### config.mk
export PLATFORM = sky130hd
export DESIGN_NAME = edge_stream_sequencer_flat
export DESIGN_NICKNAME = d
export VERILOG_FILES = /design/src/rtl/edge_stream_sequencer_pkg.sv /design/src/rtl/edge_stream_sequencer_if.sv /design/src/rtl/edge_stream_sequencer_frame_pos_counter.sv /design/src/rtl/edge_stream_sequencer.sv /design/src/flat_wrapper.sv
export SDC_FILE = /design/constraint.sdc
export NUM_CORES = 1
export LEC_CHECK = 0
export BUFFER_PORTS_ARGS = -buffer_cell sky130_fd_sc_hd__buf_2
export CAP_MARGIN = 5
export CORE_MARGIN = 2
export CORE_UTILIZATION = 40
export CTS_CLUSTER_SIZE = 25
export DETAILED_ROUTE_END_ITERATION = 8
export MAX_ROUTING_LAYER = met4
export PLACE_DENSITY = 0.69
export SLEW_MARGIN = 40
export SYNTH_ARGS = -nofsm -noshare
export SYNTH_HDL_FRONTEND = slang
export SYNTH_SLANG_ARGS = --single-unit
### constraint.sdc
create_clock -name clk -period 3.15 [get_ports clk]
set_input_delay 0.63 -clock clk [delete_from_list [all_inputs] [get_ports clk]]
set_output_delay 0.63 -clock clk [all_outputs]
set_load 0.005 [all_outputs]
### src/rtl/edge_stream_sequencer_pkg.sv
// Shared types and constants for the edge_filter front-end sequencer.
package edge_seq_pkg;

    localparam int PIX_W = 12;

    typedef enum logic [1:0] {
        S_IDLE   = 2'd0,
        S_STREAM = 2'd1,
        S_GAP    = 2'd2
    } state_t;

    typedef logic [2:0] freq_flag_t;

    localparam freq_flag_t FF_NONE = 3'd0;
    localparam freq_flag_t FF_3X3  = 3'd1;
    localparam freq_flag_t FF_5X5  = 3'd2;
    localparam freq_flag_t FF_7X7  = 3'd3;

    // True when a requested kernel select is within the supported range.
    function automatic logic mode_is_legal(freq_flag_t mode, int unsigned max_mode);
        return {29'd0, mode} <= max_mode;
    endfunction

endpackage

### src/rtl/edge_stream_sequencer_if.sv
// Pixel stream bundle: camera-side input stream and filter-side Avalon-ST output.
interface edge_stream_sequencer_if;
    import edge_seq_pkg::*;

    logic             pix_valid_in;
    logic             pix_sof_in;
    logic [PIX_W-1:0] pix_data_in;
    logic             pix_ready_out;

    logic             flt_ready_in;
    logic             flt_valid_out;
    logic             flt_sop_out;
    logic             flt_eop_out;
    logic [PIX_W-1:0] flt_data_out;

    // Sequencer side.
    modport slave (
        input  pix_valid_in, pix_sof_in, pix_data_in, flt_ready_in,
        output pix_ready_out, flt_valid_out, flt_sop_out, flt_eop_out, flt_data_out
    );

    // Camera + filter side (environment).
    modport master (
        output pix_valid_in, pix_sof_in, pix_data_in, flt_ready_in,
        input  pix_ready_out, flt_valid_out, flt_sop_out, flt_eop_out, flt_data_out
    );

endinterface

### src/rtl/edge_stream_sequencer_frame_pos_counter.sv
// Raster position tracker: x/y within the frame, advanced once per transferred pixel.
module frame_pos_counter #(
    parameter int IMG_WIDTH  = 320,
    parameter int IMG_HEIGHT = 240
) (
    input  logic clk,
    input  logic rst_n,
    input  logic advance,   // a pixel at the current position was transferred
    input  logic restart,   // a frame-start pixel was transferred; next position follows (0,0)
    output logic is_first,
    output logic is_last
);

    localparam int XW = (IMG_WIDTH  > 1) ? $clog2(IMG_WIDTH)  : 1;
    localparam int YW = (IMG_HEIGHT > 1) ? $clog2(IMG_HEIGHT) : 1;
    localparam logic [XW-1:0] X_LAST = XW'(IMG_WIDTH - 1);
    localparam logic [YW-1:0] Y_LAST = YW'(IMG_HEIGHT - 1);

    logic [XW-1:0] x, base_x, next_x;
    logic [YW-1:0] y, base_y, next_y;

    // Position following either the current pixel or, on restart, the frame origin.
    // NOTE: every signal written here gets a default before any branch, so no latch is inferred.
    always_comb begin
        base_x = restart ? '0 : x;
        base_y = restart ? '0 : y;
        next_x = base_x + XW'(1);
        next_y = base_y;
        if (base_x == X_LAST) begin
            next_x = '0;
            next_y = (base_y == Y_LAST) ? '0 : base_y + YW'(1);
        end
    end

    // Position register; frozen unless a pixel actually moves.
    // NOTE: state registers use non-blocking assignments so all flops update together at the edge.
    always_ff @(posedge clk or negedge rst_n) begin
        if (!rst_n) begin
            x <= '0;
            y <= '0;
        end else if (advance || restart) begin
            x <= next_x;
            y <= next_y;
        end
    end

    assign is_first = (x == '0) && (y == '0);
    assign is_last  = (x == X_LAST) && (y == Y_LAST);

endmodule

### src/rtl/edge_stream_sequencer.sv
// Frame-level controller in front of edge_filter: regenerates SOP/EOP framing,
// forces an inter-frame gap, and switches the kernel select only between frames.
module edge_stream_sequencer
    import edge_seq_pkg::*;
#(
    parameter int IMG_WIDTH  = 320,
    parameter int IMG_HEIGHT = 240,
    parameter int GAP_CYCLES = 16,
    parameter int MODE_MAX   = 3
) (
    input  logic                   clk,
    input  logic                   rst_n,
    edge_stream_sequencer_if.slave bus,
    output freq_flag_t             flt_freq_flag,
    input  freq_flag_t             mode_req,
    input  logic                   mode_req_strobe,
    output logic [15:0]            frame_count,
    output logic                   frame_err,
    output logic                   cfg_err,
    output logic                   busy
);

    localparam int GW = (GAP_CYCLES > 1) ? $clog2(GAP_CYCLES) : 1;

    state_t      state, state_nx;
    logic [GW-1:0] gap_cnt;
    freq_flag_t  pending;
    logic        pending_valid;

    logic is_first, is_last;
    logic pos_advance, pos_restart;
    logic early_sof_xfer;   // mid-frame SOF pixel transferred
    logic frame_done;       // EOP pixel transferred
    logic gap_apply;        // last gap cycle: pending kernel select takes effect
    logic mode_legal;

    frame_pos_counter #(
        .IMG_WIDTH  (IMG_WIDTH),
        .IMG_HEIGHT (IMG_HEIGHT)
    ) u_pos (
        .clk      (clk),
        .rst_n    (rst_n),
        .advance  (pos_advance),
        .restart  (pos_restart),
        .is_first (is_first),
        .is_last  (is_last)
    );

    // Latency-0 pixel pass-through; framing is added alongside.
    assign bus.flt_data_out = bus.pix_data_in;

    assign busy       = (state != S_IDLE);
    assign gap_apply  = (state == S_GAP) && (gap_cnt == '0);
    assign mode_legal = mode_is_legal(mode_req, MODE_MAX);

    // Handshake, framing flags and next state for the current stream phase.
    always_comb begin
        bus.pix_ready_out  = 1'b0;
        bus.flt_valid_out  = 1'b0;
        bus.flt_sop_out    = 1'b0;
        bus.flt_eop_out    = 1'b0;
        state_nx           = state;
        pos_advance        = 1'b0;
        pos_restart        = 1'b0;
        early_sof_xfer     = 1'b0;
        frame_done         = 1'b0;

        unique case (state)
            S_IDLE: begin
                // Hunt for SOF; anything else is swallowed without reaching the filter.
                bus.pix_ready_out = bus.pix_sof_in ? bus.flt_ready_in : 1'b1;
                bus.flt_valid_out = bus.pix_valid_in && bus.pix_sof_in;
                bus.flt_sop_out   = bus.flt_valid_out;
                if (bus.flt_valid_out && bus.flt_ready_in) begin
                    pos_restart = 1'b1;
                    state_nx    = S_STREAM;
                end
            end

            S_STREAM: begin
                bus.pix_ready_out = bus.flt_ready_in;
                bus.flt_valid_out = bus.pix_valid_in;
                if (bus.pix_valid_in) begin
                    // A SOF away from the origin resynchronises rather than closing the frame.
                    if (bus.pix_sof_in && !is_first) begin
                        bus.flt_sop_out = 1'b1;
                        if (bus.flt_ready_in) begin
                            early_sof_xfer = 1'b1;
                            pos_restart    = 1'b1;
                        end
                    end else begin
                        bus.flt_sop_out = is_first;
                        bus.flt_eop_out = is_last;
                        if (bus.flt_ready_in) begin
                            pos_advance = 1'b1;
                            if (is_last) begin
                                frame_done = 1'b1;
                                state_nx   = S_GAP;
                            end
                        end
                    end
                end
            end

            S_GAP: begin
                if (gap_cnt == '0) begin
                    state_nx = S_IDLE;
                end
            end

            default: state_nx = S_IDLE;
        endcase
    end

    // Stream phase register.
    always_ff @(posedge clk or negedge rst_n) begin
        if (!rst_n) begin
            state <= S_IDLE;
        end else begin
            state <= state_nx;
        end
    end

    // Inter-frame gap countdown; runs regardless of filter backpressure.
    always_ff @(posedge clk or negedge rst_n) begin
        if (!rst_n) begin
            gap_cnt <= '0;
        end else if (frame_done) begin
            gap_cnt <= GW'(GAP_CYCLES - 1);
        end else if ((state == S_GAP) && (gap_cnt != '0)) begin
            gap_cnt <= gap_cnt - GW'(1);
        end
    end

    // Completed-frame counter and sticky error flags.
    always_ff @(posedge clk or negedge rst_n) begin
        if (!rst_n) begin
            frame_count <= '0;
            frame_err   <= 1'b0;
            cfg_err     <= 1'b0;
        end else begin
            if (frame_done) begin
                frame_count <= frame_count + 16'd1;
            end
            if (early_sof_xfer) begin
                frame_err <= 1'b1;
            end
            if (mode_req_strobe && !mode_legal) begin
                cfg_err <= 1'b1;
            end
        end
    end

    // Kernel select: requests queue up and take effect only on the last gap cycle.
    // A request landing on that same cycle waits for the following frame boundary.
    always_ff @(posedge clk or negedge rst_n) begin
        if (!rst_n) begin
            flt_freq_flag <= FF_NONE;
            pending       <= FF_NONE;
            pending_valid <= 1'b0;
        end else begin
            if (gap_apply && pending_valid) begin
                flt_freq_flag <= pending;
            end
            if (mode_req_strobe && mode_legal) begin
                pending       <= mode_req;
                pending_valid <= 1'b1;
            end else if (gap_apply) begin
                pending_valid <= 1'b0;
            end
        end
    end

endmodule

### src/flat_wrapper.sv
// flat-port wrapper written by rule: the top's interface ports become plain ports
module edge_stream_sequencer_flat import edge_seq_pkg::*;
#(
    parameter int IMG_WIDTH  = 320,
    parameter int IMG_HEIGHT = 240,
    parameter int GAP_CYCLES = 16,
    parameter int MODE_MAX   = 3
)
  (clk, rst_n, flt_freq_flag, mode_req, mode_req_strobe, frame_count, frame_err, cfg_err, busy, bus_pix_valid_in, bus_pix_sof_in, bus_pix_data_in, bus_flt_ready_in, bus_pix_ready_out, bus_flt_valid_out, bus_flt_sop_out, bus_flt_eop_out, bus_flt_data_out);
  edge_stream_sequencer_if bus_i ();
  input  logic clk;
  input  logic rst_n;
  output freq_flag_t flt_freq_flag;
  input  freq_flag_t mode_req;
  input  logic mode_req_strobe;
  output logic [15:0] frame_count;
  output logic frame_err;
  output logic cfg_err;
  output logic busy;
  input wire logic [$bits(bus_i.pix_valid_in)-1:0] bus_pix_valid_in;
  input wire logic [$bits(bus_i.pix_sof_in)-1:0] bus_pix_sof_in;
  input wire logic [$bits(bus_i.pix_data_in)-1:0] bus_pix_data_in;
  input wire logic [$bits(bus_i.flt_ready_in)-1:0] bus_flt_ready_in;
  output wire logic [$bits(bus_i.pix_ready_out)-1:0] bus_pix_ready_out;
  output wire logic [$bits(bus_i.flt_valid_out)-1:0] bus_flt_valid_out;
  output wire logic [$bits(bus_i.flt_sop_out)-1:0] bus_flt_sop_out;
  output wire logic [$bits(bus_i.flt_eop_out)-1:0] bus_flt_eop_out;
  output wire logic [$bits(bus_i.flt_data_out)-1:0] bus_flt_data_out;
  assign bus_i.pix_valid_in = bus_pix_valid_in;
  assign bus_i.pix_sof_in = bus_pix_sof_in;
  assign bus_i.pix_data_in = bus_pix_data_in;
  assign bus_i.flt_ready_in = bus_flt_ready_in;
  assign bus_pix_ready_out = bus_i.pix_ready_out;
  assign bus_flt_valid_out = bus_i.flt_valid_out;
  assign bus_flt_sop_out = bus_i.flt_sop_out;
  assign bus_flt_eop_out = bus_i.flt_eop_out;
  assign bus_flt_data_out = bus_i.flt_data_out;
  edge_stream_sequencer #(.IMG_WIDTH(IMG_WIDTH), .IMG_HEIGHT(IMG_HEIGHT), .GAP_CYCLES(GAP_CYCLES), .MODE_MAX(MODE_MAX)) u_core (.clk(clk), .rst_n(rst_n), .bus(bus_i), .flt_freq_flag(flt_freq_flag), .mode_req(mode_req), .mode_req_strobe(mode_req_strobe), .frame_count(frame_count), .frame_err(frame_err), .cfg_err(cfg_err), .busy(busy));
endmodule
# Yosys cells after proc, flatten, opt, wreduce, memory -nomap -nowiden
# Cells that the tools add are included.
[totals]
regBits = 48
latch_bits = 0
ram_bits = 0
romBits = 0
memories = 0
[classes]
addsub = 4
n_mul = 0
div_mod_pow = 0
magnitude_cmp = 1
n_eq_ne = 12
shifts = 0
n_mux = 39
n_bitwise = 0
reduce_logical = 22
[op_table]
columns = ["op", "count"]
rows = [
  ["8-bit two-way mux", 3],
  ["1-bit two-way mux", 21],
  ["9-bit == test (second input constant)", 2],
  ["9-bit two-way mux", 2],
  ["16-bit by 1-bit adder with 16-bit output (second input constant)", 1],
  ["8-bit == test (second input constant)", 2],
  ["2-bit two-way mux", 6],
  ["1-bit logical AND", 10],
  ["9-bit by 1-bit adder with 9-bit output (second input constant)", 1],
  ["9-bit logical NOT", 1],
  ["8-bit by 1-bit adder with 8-bit output (second input constant)", 1],
  ["8-bit logical NOT", 1],
  ["4-bit two-way mux", 2],
  ["2-bit != test (second input constant)", 4],
  ["1-bit case mux with 2 select lines", 4],
  ["2-bit case mux with 3 select lines", 1],
  ["6-bit AND reduction", 1],
  ["2-bit nonzero test", 3],
  ["4-bit logical NOT", 1],
  ["2-bit by 1-bit != test with 1-bit output (second input constant)", 2],
  ["4-bit nonzero test", 1],
  ["4-bit by 1-bit subtractor with 4-bit output (second input constant)", 1],
  ["3-bit by 2-bit less-or-equal comparator with 1-bit output (second input constant)", 1],
  ["2-bit by 1-bit == test with 1-bit output (second input constant)", 1],
  ["other kinds (4)", 5],
]

# Longest topological paths before layout
# Gate-level depths: netlist of the first run.
[depth]
word_depth = 11
mapped_depth = 11
depth_no_buf = 10

# Modules after synthesis
# Synthesis of the first run repeated with hierarchy kept, for this count alone.
[unflattened]
cells_unflattened = 270
hier_area_um2 = 2652.5
[modules_own_cells]
columns = ["module", "instances", "cells_each", "area_per_inst_um2"]
rows = [
  ["edge_stream_sequencer", 1, 144, 1546.5],
  ["frame_pos_counter", 1, 126, 1106.1],
]

# Worst setup path after synthesis of the first run
# No wires, ideal clock.
[synth_path]
path_type = "register to register"
from = "register u_core.u_pos.x[7]"
to = "register u_core.u_pos.y[6]"
setup_time_ns = 0.069
arrival_time_ns = 3.061
required_time_ns = 3.081
slack_ns = 0.020
stages_incl_launch_ff = 11
n_path_buf = 0
synth_period_minus_slack_ns = 3.130
path_cell_list = "dfrtp_1 or4_4 nor4_4 a31o_2 and2_1 ha_1 and4_1 nand2_1 or3_1 or4_1 nand3_1"
[synth_via]
elab_chain_cells = 11
word_cells_on_any_way = 18
cone_classes = "add/sub: 1; eq/ne: 2; mux: 10; reduce/logical: 5"
[synth_lines]
columns = ["item", "line", "text"]
rows = [
  ["from (decl)", "edge_stream_sequencer_frame_pos_counter.sv:19", "logic [XW-1:0] x, base_x, next_x;"],
  ["from (signal assigned)", "edge_stream_sequencer_frame_pos_counter.sv:42", "x <= next_x;"],
  ["9-bit logical NOT", "edge_stream_sequencer_frame_pos_counter.sv:47", "assign is_first = (x == '0) && (y == '0);"],
  ["1-bit logical AND", "edge_stream_sequencer_frame_pos_counter.sv:47", ""],
  ["1-bit logical NOT", "edge_stream_sequencer.sv:85", "if (bus.pix_sof_in && !is_first) begin"],
  ["1-bit logical AND", "edge_stream_sequencer.sv:85", ""],
  ["1-bit two-way mux", "edge_stream_sequencer.sv:85", ""],
  ["1-bit two-way mux", "edge_stream_sequencer.sv:83", "if (bus.pix_valid_in) begin"],
  ["1-bit case mux with 2 select lines", "edge_stream_sequencer.sv:68", "unique case (state)"],
  ["8-bit two-way mux", "edge_stream_sequencer_frame_pos_counter.sv:26", "base_y = restart ? '0 : y;"],
  ["8-bit by 1-bit adder with 8-bit output or 8-bit == test (tied branches)", "edge_stream_sequencer_frame_pos_counter.sv:31", "next_y = (base_y == Y_LAST) ? '0 : base_y + YW'(1);"],
  ["8-bit two-way mux", "edge_stream_sequencer_frame_pos_counter.sv:31", ""],
  ["8-bit two-way mux", "edge_stream_sequencer_frame_pos_counter.sv:29", "if (base_x == X_LAST) begin"],
  ["to (signal assigned)", "edge_stream_sequencer_frame_pos_counter.sv:43", "y <= next_y;"],
  ["to (decl)", "edge_stream_sequencer_frame_pos_counter.sv:20", "logic [YW-1:0] y, base_y, next_y;"],
]
# Parallel ways exist; a longest one is shown, timed or not.
# A chain may end at the register's enable or synchronous reset.

# Final worst setup path of the first run
[layout_path]
from = "register u_core.u_pos.x[3]"
to = "register u_core.u_pos.y[6]"
# The elaborated chain is that of the path after synthesis.

==> results.toml, run 1 <==
[placed_design]
place_hpwl_mm = 3.98
io_buffer_count = 34
dpl-instance-area_um2 = 2950
place_congestion = 0.894

[grt]
grt-ovfl-total = 0
track_usage_pct = 16.1
first_global_vias = 2034
grt_pass1_wl_mm = 9.44
antenna_found_initial = 0
grt_max_degree = 49

[floorplan]
die_w_um = 86.7
core-area_um2 = 6720
num_io_pins = 59
die_y_um = 86.7
die_area_um2 = 7520
initial_core_util_pct = 40.7
rows = 30

[layout]
drive_gt1_share_pct = 26.0
antennaDiodeCount = 0
num-nets-final = 335
area_growth_pct = 13.7
final_cell_area_um2 = 3110
fill_cells = 642

[timing]
relSlewSlack_pct = 52.6
tns_ns = 0
rsz0062_at_grt = "false"
slew_violations = 0
skew_ns = 0.00688
layout_min_cycle_time_ns = 3.01
finalCritPeriodShare_pct = 95.4
tightestPinTransition_ns = 0.709
setup_viol = 0
timing.hold.ws_ns = 0.316
hold_viol = 0
fmax_mhz = 333

[logic_synthesis]
syn-instance-count = 277
synth_ff_type = "dfrtp_1"
syn-num-nets = 302
ys_seq_elements = 48
synth.most_common_cell = "dfrtp_1"
yosysUniqueCellTypes = 52
avgSynthCellArea_um2 = 9.87
synth-async-reset-ratio_pct = 100
netlist_area_um2 = 2740
ys_warn_count = 0
yosys-top-cells-count = "dfrtp_1 (48), nand2_1 (24), xor2_1 (18), nand3_1 (15), nand4_1 (13)"
synth_top_cell_area_share_pct = 43.9
synthTopCellsByArea = "dfrtp_1 (44%), xor2_1 (5.8%), buf_4 (3.3%), nand2_1 (3.3%), nand4_1 (3.0%)"
synth_edf_count = 0
yosysSeqAreaShare_pct = 43.9
synth_area_leader_cell = "dfrtp_1"

[routing]
via_per_inst = 5.61
antenna_left = 0
drt-total-wl_mm = 5.71
first_pass_iters = 4
drtIter0Drc = 175
via_count = 2192
wire_per_inst_um = 14.6
drc_errors = 0

[setup_path]
cp-end-kind = "register"
rrSetupSlack_ns = 0.14
arrival_ns = 3.24
cp_max_fo = 5
critical_path_required_ns = 3.39
path_class = "register to register"
crit_path_start_kind = "register"

[clocking]
cts_buffers = 5
clk_path_buf_depth = 2
path_clk_slew_ns = 0.09
cts.sinks = 48
cts_tree = "yes"
h-tree-depth = 2
clock-root-buffer = "clkbuf_8"
clk_latency_ns = 0.30
holdBufCountCts = 0

[flow_run]
cap_violations = 0

[pwr]
power.switching_mw = 0.355
switching_share_pct = 26.6
peakVddDrop_mv = 0.183
internal-power_mw = 0.979
p_clk_share_pct = 32.9
seqPwrFrac_pct = 53.2
powerDensity_nw_per_um2 = 429
p_comb_share_pct = 13.9
p_leak_nw = 1.49

[status]
status = "finished clean"

[min_path]
min_path_type = "input port to async pin"
## cell usage in the layout, fill, tap and decap left out, types with 2 or more instances in the layout
master,netlist,final
or4_4,1,2
dfrtp_2,0,3
nand3_1,15,15
nand4_1,13,13
nand2_1,24,24
o21ai_1,2,2
inv_1,6,6
buf_4,12,16
or4_1,6,5
nor3_1,12,12
and3_1,4,4
mux2_2,5,5
nor3b_1,4,4
nand2b_1,2,2
xnor2_1,2,2
o211ai_1,3,3
nor2_1,9,9
a21o_1,3,3
nor4_1,5,5
nor4_4,2,2
nor2b_1,2,2
ha_1,4,3
a31oi_1,6,6
o21ai_0,12,12
and2_1,7,6
a22o_1,2,2
and4_1,7,6
dfrtp_1,48,45
a21oi_1,5,5
o21a_1,3,3
nand4b_1,2,2
nand3b_1,2,2
xor2_1,18,18
nor3_2,3,3
clkbuf_8,0,5
buf_2,1,33
## layer usage
layer | global-route usage, % | part of all wire [%]
met1 | 20.8 | 47
met2 | 24.5 | 47
met3 | 3.05 | 3.5
met4 | 7.24 | 2.3
met5 | - | 0
## cells by family after synthesis
| family | count (synthesis) | synth area share [%] |
|---|---|---|
| buffers and inverters | 29 | 5.95 |
| AOI/OAI and AO/OA | 41 | 9.74 |
| xor gates and xnor gates | 20 | 6.40 |
| adders and majority gates | 4 | 1.83 |
| and+or+nand+nor | 129 | 29.7 |
| DFF | 48 | 43.9 |
| muxes | 6 | 2.47 |
## what timing repair did
item                       CTS  global route
setup buffers                0             4
gates resized for setup      0             7
setup endpoints to repair    0             2
## worst max-delay path: stages (launching register included)
cell and delay (ns):
dfrtp_2 0.43, or4_4 0.55, nor4_4 0.24, a31o_2 0.20, and2_1 0.15, ha_2 0.20, and4_4 0.24, nand2_1 0.07
or3_1 0.39, or4_1 0.40, nand3_1 0.09
## power by group through the flow
stage	Clock (mW)	Sequential [mW]	Combinational, mW
6_report	0.438	0.710	0.186
4_1_cts	0.452	0.709	0.165
3_5_place_dp	0	0.722	0.165
5_1_grt	0.474	0.717	0.209
2_1_floorplan	0	0.707	0.119
3_3_place_gp	0	0.718	0.162
## flip-flops by register name (all words and copies together), names as in the netlist, 2 cells and up
| signal | cells |
|---|---|
| u_core.frame_count | 16 |
| u_core.pending | 3 |
| u_core.state | 2 |
| u_core.u_pos.y | 8 |
| u_core.u_pos.x | 9 |
| u_core.gap_cnt | 4 |
| u_core.flt_freq_flag | 3 |
## worst paths after layout
| kind | from | end | cells after the start |
|---|---|---|---|
| worst max-delay path | u_core.u_pos.x[3]$_DFFE_PN0P_ | u_core.u_pos.y[6]$_DFFE_PN0P_ | 10 |
| worst min-delay path | rst_n | u_core.frame_count[9]$_DFFE_PN0P_ | 1 |
| worst max register to register | u_core.u_pos.x[3]$_DFFE_PN0P_ | u_core.u_pos.y[6]$_DFFE_PN0P_ | 10 |
| worst min register to register | u_core.cfg_err$_DFFE_PN0P_ | u_core.cfg_err$_DFFE_PN0P_ | 1 |
| max in group asynchronous | rst_n | u_core.u_pos.x[7]$_DFFE_PN0P_ | 1 |
| min in group clk | u_core.cfg_err$_DFFE_PN0P_ | u_core.cfg_err$_DFFE_PN0P_ | 1 |
## final cells by class
cell class	instances	area, µm²	area share (%)
multi-input combinational	200	1390	44.7
sequential	48	1200	38.8
timing repair buffer	49	285	9.18
tap	80	100	3.22
clock buffer	6	72.6	2.33
clock inverter	2	35.0	1.13
inverter	6	22.5	0.724
## per-stage QoR
| stage | setup WS [ns] | power, mW | utilization (%) | cells |
|---|---|---|---|---|
| floorplan | 0.0197 | 0.826 | - | 277 |
| global placement | 0.193 | 0.880 | 43.9 | 379 |
| detailed placement | 0.114 | 0.887 | 43.9 | 379 |
| CTS | 0.0893 | 1.33 | 45.5 | 387 |
| global route | 0.00566 | 1.40 | 46.3 | 391 |
| finish | 0.144 | 1.33 | 46.3 | 391 |
(Power assumes the default switching activity.)
==> run 2: changes to the inputs <==
==> constraint.sdc (replaced) <==
create_clock -name clk -period 3.15 [get_ports clk]
set_input_delay 0.63 -clock clk [delete_from_list [all_inputs] [get_ports clk]]
set_output_delay 0.63 -clock clk [all_outputs]
set_load 0.1 [all_outputs]
==> run 2 against run 1 <==
  * Die area stayed put
  * Critical path depth did not move
  * Via count decreased by 1.6%
  * Global-route usage is 0.28 points higher
  * Count of clock-buffer cells in the layout shrank 1
  * Highest routed layer unchanged
  * Total power grew 4.1%
==> results.toml, run 2 (synthesized netlist as in run 1, its figures left out) <==
[status]
status = "finished clean"

[setup_path]
path_class = "register to register"
rrSetupSlack_ns = 0.11
cp-end-kind = "register"
ff2ff_path_depth = 10
max_stage_delay_ns = 0.55
cp_max_fo = 6
timing.rr.end = "u_core.u_pos.y[6]$_DFFE_PN0P_"
crit_path_start_kind = "register"
crit_slowest_cell = "or4_4"
arrival_ns = 3.28
r2r-start = "u_core.u_pos.x[7]$_DFFE_PN0P_"
crit_chain = "or4_4 -> nor4_4 -> a31o_2 -> and2_1 -> ha_1 -> and4_1 -> nand2_1 -> or3_1 -> or4_1 -> nand3_1"
critical_path_required_ns = 3.39

[routing]
drc_errors = 0
wire_per_inst_um = 14.5
via_per_inst = 5.52
antenna_left = 0
first_pass_iters = 4
via_count = 2158
drt-total-wl_mm = 5.65
drtIter0Drc = 117

[timing]
relSlewSlack_pct = 50.9
slew_violations = 0
fmax_mhz = 329
finalCritPeriodShare_pct = 96.4
layout_min_cycle_time_ns = 3.04
skew_ns = 0.00965
setup_viol = 0
tightestPinTransition_ns = 0.734
hold_viol = 0
fin_ws_ns = 0.113

[flow_run]
cap_violations = 0

[layout]
largest_register_ffs = 16
antennaDiodeCount = 0
fill_cells = 646
final_cell_mix = "dfrtp_1 (47), buf_2 (31), nand2_1 (24)"
fin_util_pct = 46.7
reg.largest.list = "u_core.frame_count x16, u_core.u_pos.x x9, u_core.u_pos.y x8"
num-nets-final = 335
drive_gt1_share_pct = 25.7
layout_commonest_cell = "dfrtp_1"
largest_register = "u_core.frame_count"
area_growth_pct = 14.7

[grt]
track_usage_pct = 16.3
antenna_found_initial = 0
first_global_vias = 2044
grt_pass1_wl_mm = 9.65
grt-ovfl-total = 0
grt_max_degree = 37

[pwr]
powerDensity_nw_per_um2 = 443
p_leak_nw = 1.49
peakVddDrop_mv = 0.231

[clocking]
clock-root-buffer = "clkbuf_8"
h-tree-depth = 2
cts_buffers = 5
cts.sinks = 48
holdBufCountCts = 0
path_clk_slew_ns = 0.10
cts_tree = "yes"
clk_path_buf_depth = 2
clk_latency_ns = 0.30

[placed_design]
io_buffer_count = 34
place_congestion = 0.910
place_hpwl_mm = 4.01
dp_slack_ns = 0.140

[floorplan]
initial_core_util_pct = 40.7
die_y_um = 86.7
num_io_pins = 59
core-area_um2 = 6720
rows = 30
die_area_um2 = 7520
die_w_um = 86.7

[min_path]
min_path_type = "input port to async pin"
[run 2: changes by cell type in the layout (fill, tap and decap cells not counted), sizes merged]
| cell | previous run | this run |
|---|---|---|
| clkbuf | 6 | 5 |
| clkinv | 1 | 0 |
| clkinvlp | 0 | 1 |
| inv | 6 | 7 |
[run 2: layout make-up]
type / count / area [µm²] / area share, %
multi-input combinational: 200 / 1390 / 44.4
sequential: 48 / 1200 / 38.3
timing repair buffer: 49 / 303 / 9.65
tap: 80 / 100 / 3.19
clock buffer: 5 / 68.8 / 2.19
clock inverter: 3 / 46.3 / 1.48
inverter: 6 / 22.5 / 0.718
[run 2: stage by stage]
step	setup TNS (ns)	hold slack, ns	instances	area, µm²	power, mW
floorplan	-0.312	0.334	277	2760	0.937
global placement	0	0.433	383	3010	0.934
detailed placement	0	0.441	383	3010	0.940
CTS	0	0.445	391	3130	1.40
global route	-0.00308	0.299	391	3140	1.46
finish	0	0.269	391	3140	1.39
[run 2: how the worst max path moves through the flow]
stage                                  startpoint                       endpoint  slack, ns
floorplan           u_core.u_pos.x[7]$_DFFE_PN0P_                bus_flt_eop_out      -0.31
global placement    u_core.u_pos.x[7]$_DFFE_PN0P_  u_core.u_pos.y[6]$_DFFE_PN0P_       0.19
detailed placement  u_core.u_pos.x[7]$_DFFE_PN0P_  u_core.u_pos.y[6]$_DFFE_PN0P_       0.14
CTS                 u_core.u_pos.x[7]$_DFFE_PN0P_  u_core.u_pos.y[6]$_DFFE_PN0P_       0.12
global route        u_core.u_pos.x[7]$_DFFE_PN0P_  u_core.u_pos.y[6]$_DFFE_PN0P_     -0.003
finish              u_core.u_pos.x[7]$_DFFE_PN0P_  u_core.u_pos.y[6]$_DFFE_PN0P_       0.11
[run 2: critical path, delay by kind of cell (launching register included)]
kind | cells | cell delay (ns)
AOI/OAI and AO/OA | 1 | 0.20
adders and majority gates | 1 | 0.19
DFF | 1 | 0.44
and+or+nand+nor | 8 | 2.14
[run 2: routing by layer]
| layer | wire [µm] | GRT usage [%] |
|---|---|---|
| met5 | 0 | - |
| met4 | 46 | 3.69 |
| met3 | 188 | 3.24 |
| met2 | 2640 | 25.5 |
| met1 | 2780 | 22.1 |
[run 2: power by group]
part | leakage, nW | total (mW) | switching [mW] | internal (mW)
clock | 0.0548 | 0.462 | 0.223 | 0.239
sequential | 0.622 | 0.708 | 0.0535 | 0.654
combinational | 0.818 | 0.219 | 0.140 | 0.0793
[run 2: what timing repair did]
item / CTS / global route
endpoints found under the setup margin: 1 / 2
buffers inserted: 0 / 0
resized for setup: 1 / 2
